## config.mk

```make
export PLATFORM = sky130hd
export DESIGN_NAME = ultrasonic_ranger
export DESIGN_NICKNAME = d
export VERILOG_FILES = /design/src/rtl/ultrasonic_pkg.sv /design/src/rtl/echo_sync.sv /design/src/rtl/ultrasonic_ranger.sv
export SDC_FILE = /design/constraint.sdc
export NUM_CORES = 1
export LEC_CHECK = 0
export ABC_AREA = 0
export BUFFER_PORTS_ARGS = -buffer_cell sky130_fd_sc_hd__buf_2
export CAP_MARGIN = 0
export CORE_UTILIZATION = 55
export CTS_BUF_LIST = sky130_fd_sc_hd__clkbuf_4
export DETAILED_ROUTE_END_ITERATION = 8
export GPL_ROUTABILITY_DRIVEN = 0
export PLACE_DENSITY = 0.73
export SYNTH_ARGS = -nofsm -noshare
export SYNTH_HDL_FRONTEND = slang
export SYNTH_SLANG_ARGS = --single-unit
```

## constraint.sdc

```tcl
create_clock -name clk_3125KHz -period 13.53 [get_ports clk_3125KHz]
set_input_delay 2.0295 -clock clk_3125KHz [delete_from_list [all_inputs] [get_ports clk_3125KHz]]
set_output_delay 2.0295 -clock clk_3125KHz [all_outputs]
set_load 0.005 [all_outputs]
```

## src/rtl/ultrasonic_pkg.sv

```systemverilog
// ultrasonic_pkg: shared definitions for the two-channel ultrasonic ranger.
// Holds the FSM state encoding, channel encoding, default timing constants
// for a 3.125 MHz clock, datapath widths and the echo-count-to-millimetre
// scaling function.
package ultrasonic_pkg;

  typedef enum logic [2:0] {
    IDLE      = 3'd0,
    TRIG      = 3'd1,
    WAIT_ECHO = 3'd2,
    MEASURE   = 3'd3,
    GAP       = 3'd4
  } state_t;

  localparam logic CH_LEFT  = 1'b0;
  localparam logic CH_RIGHT = 1'b1;

  // Defaults at 3.125 MHz (320 ns per clock).
  localparam int DEF_TRIG_CYCLES    = 32;      // 10.24 us trigger pulse
  localparam int DEF_TIMEOUT_CYCLES = 118750;  // 38 ms echo window
  localparam int DEF_GAP_CYCLES     = 6250;    // 2 ms between channels
  localparam int DEF_SCALE          = 3597;    // 0.05488 mm/clk in Q0.16

  localparam logic [15:0] TIMEOUT_DIST = 16'hFFFF;

  localparam int CNT_W   = 17;               // echo high-time counter
  localparam int SCALE_W = 12;               // Q0.16 scale factor
  localparam int PROD_W  = CNT_W + SCALE_W;  // 29-bit product

  // Echo clocks to millimetres: (count * scale) >> 16, truncated.
  // Worst case at the timeout bound is ~6517 mm, so 16 bits never overflow.
  function automatic logic [15:0] scale_dist(input logic [CNT_W-1:0]   count,
                                             input logic [SCALE_W-1:0] scale);
    logic [PROD_W-1:0] prod;
    prod = PROD_W'(count) * PROD_W'(scale);
    return 16'(prod >> 16);
  endfunction

endpackage

```

## src/rtl/echo_sync.sv

```systemverilog
// echo_sync: two-flop synchronizer for one asynchronous echo input, plus
// single-cycle edge pulses derived from the synchronized level.
// Ports:
//   clk      in   system clock
//   reset    in   synchronous, active-high
//   i_echo   in   asynchronous echo from the sensor
//   o_level  out  synchronized echo level (two clocks behind i_echo)
//   o_rise   out  one-cycle pulse when o_level goes 0 -> 1
//   o_fall   out  one-cycle pulse when o_level goes 1 -> 0
module echo_sync (
  input  logic clk,
  input  logic reset,
  input  logic i_echo,
  output logic o_level,
  output logic o_rise,
  output logic o_fall
);

  logic r_meta;
  logic r_sync;
  logic r_prev;

  always_ff @(posedge clk) begin
    if (reset) begin
      r_meta <= 1'b0;
      r_sync <= 1'b0;
      r_prev <= 1'b0;
    end else begin
      r_meta <= i_echo;
      r_sync <= r_meta;
      r_prev <= r_sync;
    end
  end

  assign o_level = r_sync;
  assign o_rise  = r_sync & ~r_prev;
  assign o_fall  = ~r_sync & r_prev;

endmodule

```

## src/rtl/ultrasonic_ranger.sv

```systemverilog
// ultrasonic_ranger: alternately triggers a left and a right ultrasonic
// sensor, times the returned echo pulse and converts it to millimetres.
// Ports:
//   clk_3125KHz  in   system clock, 3.125 MHz
//   reset        in   synchronous, active-high
//   echo_left    in   asynchronous echo, left sensor
//   echo_right   in   asynchronous echo, right sensor
//   trig_left    out  trigger, left sensor
//   trig_right   out  trigger, right sensor
//   dist_left    out  left distance in mm (16'hFFFF = no echo)
//   dist_right   out  right distance in mm (16'hFFFF = no echo)
//   dist_valid   out  one-cycle pulse when a dist output was updated
//   dist_ch      out  channel of the last update, 0 = left, 1 = right
//
// state     | meaning
// ----------+----------------------------------------------------------
// IDLE      | one cycle; arm the trigger for the selected channel
// TRIG      | selected trigger high for TRIG_CYCLES clocks
// WAIT_ECHO | wait for a synchronized rising echo edge; timeout running
// MEASURE   | count echo-high clocks until the falling edge or timeout
// GAP       | GAP_CYCLES quiet time, echoes ignored, then swap channel
module ultrasonic_ranger
  import ultrasonic_pkg::*;
#(
  parameter int TRIG_CYCLES    = DEF_TRIG_CYCLES,
  parameter int TIMEOUT_CYCLES = DEF_TIMEOUT_CYCLES,
  parameter int GAP_CYCLES     = DEF_GAP_CYCLES,
  parameter int SCALE          = DEF_SCALE
) (
  input  logic        clk_3125KHz,
  input  logic        reset,
  input  logic        echo_left,
  input  logic        echo_right,
  output logic        trig_left,
  output logic        trig_right,
  output logic [15:0] dist_left,
  output logic [15:0] dist_right,
  output logic        dist_valid,
  output logic        dist_ch
);

  localparam int TIMER_MAX = (TRIG_CYCLES > GAP_CYCLES) ? TRIG_CYCLES : GAP_CYCLES;
  localparam int TIMER_W   = $clog2(TIMER_MAX + 1);
  localparam int TMO_W     = $clog2(TIMEOUT_CYCLES + 1);

  localparam logic [TIMER_W-1:0] TRIG_LOAD = TIMER_W'(TRIG_CYCLES - 1);
  localparam logic [TIMER_W-1:0] GAP_LOAD  = TIMER_W'(GAP_CYCLES - 1);
  localparam logic [TMO_W-1:0]   TMO_LOAD  = TMO_W'(TIMEOUT_CYCLES - 1);
  localparam logic [SCALE_W-1:0] SCALE_Q   = SCALE_W'(SCALE);

  state_t             r_state;
  logic               r_ch;
  logic               r_trig_l;
  logic               r_trig_r;
  logic [15:0]        r_dist_l;
  logic [15:0]        r_dist_r;
  logic               r_valid;
  logic               r_dist_ch;
  logic [TIMER_W-1:0] r_timer;   // shared by TRIG and GAP, never both
  logic [TMO_W-1:0]   r_tmo;
  logic [CNT_W-1:0]   r_count;

  logic        w_level_l, w_rise_l, w_fall_l;
  logic        w_level_r, w_rise_r, w_fall_r;
  logic        w_level, w_rise, w_fall;
  logic        w_finish;
  logic [15:0] w_result;

  echo_sync u_sync_left (
    .clk     (clk_3125KHz),
    .reset   (reset),
    .i_echo  (echo_left),
    .o_level (w_level_l),
    .o_rise  (w_rise_l),
    .o_fall  (w_fall_l)
  );

  echo_sync u_sync_right (
    .clk     (clk_3125KHz),
    .reset   (reset),
    .i_echo  (echo_right),
    .o_level (w_level_r),
    .o_rise  (w_rise_r),
    .o_fall  (w_fall_r)
  );

  assign w_level = (r_ch == CH_RIGHT) ? w_level_r : w_level_l;
  assign w_rise  = (r_ch == CH_RIGHT) ? w_rise_r  : w_rise_l;
  assign w_fall  = (r_ch == CH_RIGHT) ? w_fall_r  : w_fall_l;

  // End-of-measurement decision. In MEASURE a falling edge takes priority
  // over a timeout landing on the same cycle, so a valid echo is never lost.
  // In WAIT_ECHO the timeout wins over a late rise so the measurement can
  // never outlive the timeout window.
  always_comb begin
    w_finish = 1'b0;
    w_result = TIMEOUT_DIST;
    if (r_state == WAIT_ECHO) begin
      w_finish = (r_tmo == '0);
    end else if (r_state == MEASURE) begin
      w_finish = w_fall || (r_tmo == '0);
      if (w_fall) begin
        w_result = scale_dist(r_count, SCALE_Q);
      end
    end
  end

  always_ff @(posedge clk_3125KHz) begin
    if (reset) begin
      r_state   <= IDLE;
      r_ch      <= CH_LEFT;
      r_trig_l  <= 1'b0;
      r_trig_r  <= 1'b0;
      r_dist_l  <= 16'd0;
      r_dist_r  <= 16'd0;
      r_valid   <= 1'b0;
      r_dist_ch <= CH_LEFT;
      r_timer   <= '0;
      r_tmo     <= '0;
      r_count   <= '0;
    end else begin
      r_valid <= 1'b0;
      case (r_state)
        IDLE: begin
          r_trig_l <= (r_ch == CH_LEFT);
          r_trig_r <= (r_ch == CH_RIGHT);
          r_timer  <= TRIG_LOAD;
          r_state  <= TRIG;
        end

        TRIG: begin
          if (r_timer == '0) begin
            r_trig_l <= 1'b0;
            r_trig_r <= 1'b0;
            r_tmo    <= TMO_LOAD;
            r_state  <= WAIT_ECHO;
          end else begin
            r_timer <= r_timer - TIMER_W'(1);
          end
        end

        WAIT_ECHO, MEASURE: begin
          if (w_finish) begin
            if (r_ch == CH_RIGHT) begin
              r_dist_r <= w_result;
            end else begin
              r_dist_l <= w_result;
            end
            r_valid   <= 1'b1;
            r_dist_ch <= r_ch;
            r_timer   <= GAP_LOAD;
            r_state   <= GAP;
          end else begin
            r_tmo <= r_tmo - TMO_W'(1);
            if (r_state == WAIT_ECHO) begin
              // The rise cycle itself is the first echo-high clock.
              if (w_rise) begin
                r_count <= CNT_W'(1);
                r_state <= MEASURE;
              end
            end else if (w_level && (r_count != '1)) begin
              r_count <= r_count + CNT_W'(1);
            end
          end
        end

        GAP: begin
          if (r_timer == '0) begin
            r_ch    <= ~r_ch;
            r_state <= IDLE;
          end else begin
            r_timer <= r_timer - TIMER_W'(1);
          end
        end

        default: begin
          r_trig_l <= 1'b0;
          r_trig_r <= 1'b0;
          r_state  <= IDLE;
        end
      endcase
    end
  end

  assign trig_left  = r_trig_l;
  assign trig_right = r_trig_r;
  assign dist_left  = r_dist_l;
  assign dist_right = r_dist_r;
  assign dist_valid = r_valid;
  assign dist_ch    = r_dist_ch;

endmodule

```

# ---- Yosys cells after proc, flatten, opt, wreduce, memory -nomap -nowiden
# Index checks and enable logic that the tools add are counted.
dict set report classes {
  reduce_logical 21
  muxes 27
  bitwise_logic 12
  n_mul 1
  eq_ne 13
  add_sub_neg 3
}
# op n
set ops {}
lappend ops {{17-bit two-way mux} 5}
lappend ops {{16-bit two-way mux} 3}
lappend ops {{13-bit case mux with 3 select lines} 1}
lappend ops {{17-bit case mux with 2 select lines} 1}
lappend ops {{17-bit by 12-bit multiplier with 29-bit output, second input constant} 1}
lappend ops {{13-bit two-way mux} 2}
lappend ops {{17-bit by 1-bit adder with 17-bit output, second input constant} 1}
lappend ops {{17-bit logical NOT} 1}
lappend ops {{17-bit != test, second input constant} 1}
lappend ops {{17-bit by 1-bit subtractor with 17-bit output, second input constant} 1}
lappend ops {{3-bit two-way mux} 5}
lappend ops {{13-bit logical NOT} 1}
lappend ops {{13-bit by 1-bit subtractor with 13-bit output, second input constant} 1}
lappend ops {{2-bit != test, second input constant} 6}
lappend ops {{3-bit case mux with 4 select lines} 1}
lappend ops {{3-bit AND reduction} 4}
lappend ops {{1-bit inverter} 8}
lappend ops {{4-bit AND reduction} 2}
lappend ops {{1-bit two-way mux} 7}
lappend ops {{3-bit by 2-bit == test with 1-bit output, second input constant} 2}
lappend ops {{3-bit != test, second input constant} 2}
lappend ops {{1-bit case mux with 3 select lines} 2}
lappend ops {{2-bit AND reduction} 3}
lappend ops {{2-bit OR reduction} 3}
lappend ops {{other kinds (9)} 13}
dict set report totals {
  input_bits 4
  out_inout_bits 36
  ff_bits 93
  wordCells 94
}

# ---- Depth between registers and ports, before layout
dict set report logic_depth {
  ltp_word 8
  mapped_depth 18
  mapped_depth_nobuf 17
}

# ---- Modules after synthesis
# From an unflattened synthesis, not the netlist that was laid out.
dict set report unflattened {
  cells_unflattened 885
  hier_area_um2 7633.6
}
# module cells_per_inst area_per_inst_um2 seq_area_each_um2 instances
set modules_own_cells {}
lappend modules_own_cells {ultrasonic_ranger 869 7450.9 1661.6 1}
lappend modules_own_cells {echo_sync 8 91.3 60.1 2}

# ---- Worst setup path before layout
# OpenSTA, ideal clock, no wires.
dict set report synth_timing {
  path_kind {register to register}
  start {reg r_count[4]}
  end {reg r_dist_r[11] (netlist: dist_right[11])}
  slack_ps 8271
  n_path_buf 0
  t_arrival_ps 5173
  required_ps 13444
  path_stages_with_launch 18
  period_less_slack_ps 5259
  setup_time_ps 86
  cell_sequence {dfxtp_1 > inv_1 > fa_1 > inv_1 > ha_1 > fa_1 > inv_1 > fa_1 > fa_1 > inv_1 > ha_1 > a21oi_1 > nand2_1 > a2111oi_0 > o31ai_1 > a211oi_1 > xor2_1 > a211oi_1}
}
dict set report synth_via {
  elab_chain_cells 4
}
# element line_no
set synth_rtl {}
lappend synth_rtl {{from (decl)} ultrasonic_ranger.sv:61} ;# logic [CNT_W-1:0] r_count;
lappend synth_rtl {{from (signal assigned)} ultrasonic_ranger.sv:162} ;# r_count <= r_count + CNT_W'(1);
lappend synth_rtl {{17-bit by 12-bit multiplier with 29-bit output} ultrasonic_pkg.sv:35} ;# prod = PROD_W'(count) * PROD_W'(scale);
lappend synth_rtl {{16-bit two-way mux} ultrasonic_ranger.sv:102} ;# if (w_fall) begin
lappend synth_rtl {{16-bit two-way mux} ultrasonic_ranger.sv:100} ;# end else if (r_state == MEASURE) begin
lappend synth_rtl {{16-bit two-way mux} ultrasonic_ranger.sv:98} ;# if (r_state == WAIT_ECHO) begin
lappend synth_rtl {{to (signal assigned)} ultrasonic_ranger.sv:145} ;# r_dist_r <= w_result;
lappend synth_rtl {{to (decl)} ultrasonic_ranger.sv:56} ;# logic [15:0] r_dist_r;
# No other way between the ends.
# A chain may end at the register's enable or synchronous reset.

# ---- Worst setup path after layout
dict set report layout_timing {
  start {reg r_count[2]}
  end {reg r_dist_r[11] (netlist: dist_right[11])}
}
# Same word-level chain as after synthesis.

==> summary.txt <==
Status - completed
First-pass GRT wire length - 26500 um
Syn Area/Cell - 8.74 um2
HPWL Detailed - 12100 um
DRC Markers - 0
Seq pwr share - 0.389
Sw power - 436 uW
DR WL/cell - 14.3 um
Combinational share of power - 0.466
Largest net degree at the start of global routing - 61
DRT Pass-1 Iters - 5
Vias post-DR - 5973
CTS resizes - 0
Final Instance Count excl. Fillers - 1083
Flop and latch count out of synthesis - 89
Hold depth - 1
Vias in the first global route - 5587
M3 GR Usage - 0.0368
Hold_ws - 458 ps
CTS H-tree lvls - 3
Post-DR vias/cell - 5.52
Clk sinks - 89
IO buf count - 39
Slew Viols, Final - 0
Register area share after synthesis - 0.230
Crit path max fanout - 7
Commonest non-fill, non-tap cell in the layout - ha_1
Fmax - 184 MHz
Lkg Pwr - 4.06 nW
Fin crit share - 0.401
GRT overflow - 0
Endpoints failing hold - 0
Syn Inst Count - 885
GR Layer Usage met2 - 0.364
Antenna Violating Nets Remaining - 0
Chip width - 121 um
CTS root buf - clkbuf_4
Most frequent cells in the layout - 124 x ha_1, 115 x inv_1, 93 x nor2_1, 89 x dfxtp_1, 58 x a21oi_1
Routed WL - 15500 um
Worst hold path type - reg -> reg
TritonCTS buffer count - 9
CP endpoint kind - flip-flop
Slew HR - 0.294
Reg2Reg Setup Slack - 8110 ps
Synth async-reset ratio - 0
Worst hold start - u_sync_left.r_meta$_SDFF_PP0_
Startpoint Class - flip-flop
Nets - 1075
Worst-Skew Late Latency - 490 ps
Final Util - 0.599
Hold buffer count at cts - 0
Total track usage - 0.227
Crit path kind - reg -> reg
I/O pin cnt - 40
Mapped Area - 7730 um2
Initial antenna violation count - 2
MaxCap Viol Count - 0
Ys flop type - dfxtp_1
Final Setup Violations - 0
Layout area overhead - 4.11%
Design Area, Final - 8050 um2
R2R Path End - dist_right[11]$_SDFFE_PP0P_
Site row count - 42
Hold Crit Endpoint - u_sync_left.o_level$_SDFF_PP0_
Internal power - 530 uW
R2r worst-path depth - 17
Mapped Nets - 1060
Core Area - 13500 um2
PD cells - 120 nW/um2
Worst-Margin Slew - 1060 ps
FF-to-FF Start - r_count[2]$_SDFFE_PP0P_
Met1 Track Usage GR - 0.310
RSZ-0062 raised after global routing - no
Setup Total Neg Slack - 0 ps
DP Area - 7930 um2
Critical Path RT - 13870 ps
Yosys Warn Count - 0
EDFF count, synth - 0
GRT busiest layer - met2
CP Data Arrival Time - 5770 ps
Share of post-route cells with drive strength above 1 - 0.0873
Switching Fraction - 0.451
Post-Route Skew - 18.0 ps
Peak supply drop - 0.0000782 V
Die footprint - 14500 um2
Clock share of power - 0.145
Max Buffers Root-to-Sink - 2
Chip height - 121 um
Clock transition at path regs - 140 ps
Placed Cells - 1065
Starting density of the core - 0.575
Final min period - 5420 ps
Buffers inserted by post-CTS timing repair - 0
Iter 0 DRT Violations - 549
Post-synthesis cell type count - 67
TritonCTS clock tree - done
==> routing by layer <==
layer / wire length [um] / vias up
met4: 272 / 0
met2: 6830 / 120
met5: 0 / -
met1: 7760 / 2783
met3: 594 / 25
li1: - / 3045
==> Yosys cell counts, types with 6 or more instances <==
| library cell | number | area share |
|---|---|---|
| o31ai_1 | 7 | 0.0068 |
| a21oi_1 | 58 | 0.038 |
| o21a_1 | 6 | 0.0058 |
| nor2b_1 | 10 | 0.0081 |
| and3_1 | 6 | 0.0049 |
| xnor2_1 | 22 | 0.025 |
| o21ai_0 | 27 | 0.017 |
| nor3_1 | 22 | 0.014 |
| nand3_1 | 21 | 0.014 |
| buf_4 | 6 | 0.0058 |
| nor4_1 | 10 | 0.0081 |
| fa_1 | 47 | 0.12 |
| a311oi_1 | 13 | 0.015 |
| nand4_1 | 6 | 0.0049 |
| xor2_1 | 15 | 0.017 |
| a21o_1 | 6 | 0.0058 |
| a22oi_1 | 6 | 0.0058 |
| nor2_1 | 93 | 0.045 |
| dfxtp_1 | 89 | 0.23 |
| nand2_1 | 51 | 0.025 |
| a211oi_1 | 15 | 0.015 |
| clkbuf_8 | 6 | 0.011 |
| ha_1 | 124 | 0.20 |
| clkbuf_1 | 21 | 0.010 |
| inv_1 | 115 | 0.056 |
==> cell type report <==
type / count / area (um2)
multi-input cells: 643 / 5280
diodes: 2 / 5.00
clock buffers: 12 / 90.1
well taps: 176 / 220
inverters: 115 / 432
clock inverters: 4 / 28.8
repair buffers: 42 / 218
fillers: 1210 / 5400
flip-flops and latches: 89 / 1780
==> how the worst max path moves through the flow <==
| stage | cells after the start | start | slack, ps | to |
|---|---|---|---|---|
| floorplan | 17 | r_count[4]$_SDFFE_PP0P_ | 8270 | dist_right[11]$_SDFFE_PP0P_ |
| global placement | 17 | r_count[2]$_SDFFE_PP0P_ | 8170 | dist_right[11]$_SDFFE_PP0P_ |
| detailed placement | 17 | r_count[2]$_SDFFE_PP0P_ | 8100 | dist_right[8]$_SDFFE_PP0P_ |
| CTS | 17 | r_count[2]$_SDFFE_PP0P_ | 8100 | dist_right[11]$_SDFFE_PP0P_ |
| global route | 17 | r_count[2]$_SDFFE_PP0P_ | 7700 | dist_right[11]$_SDFFE_PP0P_ |
| finish | 17 | r_count[2]$_SDFFE_PP0P_ | 8110 | dist_right[11]$_SDFFE_PP0P_ |
==> cell families (layout without fill, tap and decap cells) <==
logic type | Yosys count | in the layout | synth area share
muxes | 3 | 3 | 0.00388
adders and majority gates | 171 | 171 | 0.322
AOI/OAI and AO/OA | 166 | 166 | 0.143
buffers and inverters | 153 | 173 | 0.0873
other | 0 | 2 | 0
DFF | 89 | 89 | 0.230
and+or+nand+nor | 266 | 266 | 0.172
xor gates and xnor gates | 37 | 37 | 0.0419
==> power by group through the flow <==
stage / clock network (mW) / registers (mW) / logic (mW)
floorplan: 0 / 0.361 / 0.370
global placement: 0 / 0.379 / 0.440
detailed placement: 0 / 0.380 / 0.443
CTS: 0.144 / 0.374 / 0.446
global route: 0.155 / 0.386 / 0.503
finish: 0.140 / 0.376 / 0.450
==> state kept, by name (all words and copies together), names as in the netlist, 3 cells and up <==
name        cells
dist_right     14
r_state         3
r_tmo          17
r_count        17
r_timer        13
dist_left      14
==> metrics by stage <==
stage               power (mW)  worst slack (ps)
global route              1.04              7700
CTS                      0.965              8100
finish                   0.966              8110
detailed placement       0.823              8100
global placement         0.820              8170
floorplan                0.731              8270
==> worst max-delay path, stage by stage, from the launching register on <==
cell      delay (ps)
dfxtp_1          500
inv_1            170
fa_1             550
inv_1             40
ha_1             300
fa_1             500
inv_1             50
fa_1             500
fa_1             540
inv_1             40
ha_1             320
a21oi_1          150
nor2_1            80
nor4_1           750
o31ai_1          210
a211oi_1         280
xor2_1           200
a211oi_1          90
Power figures use the tool's default switching activity.
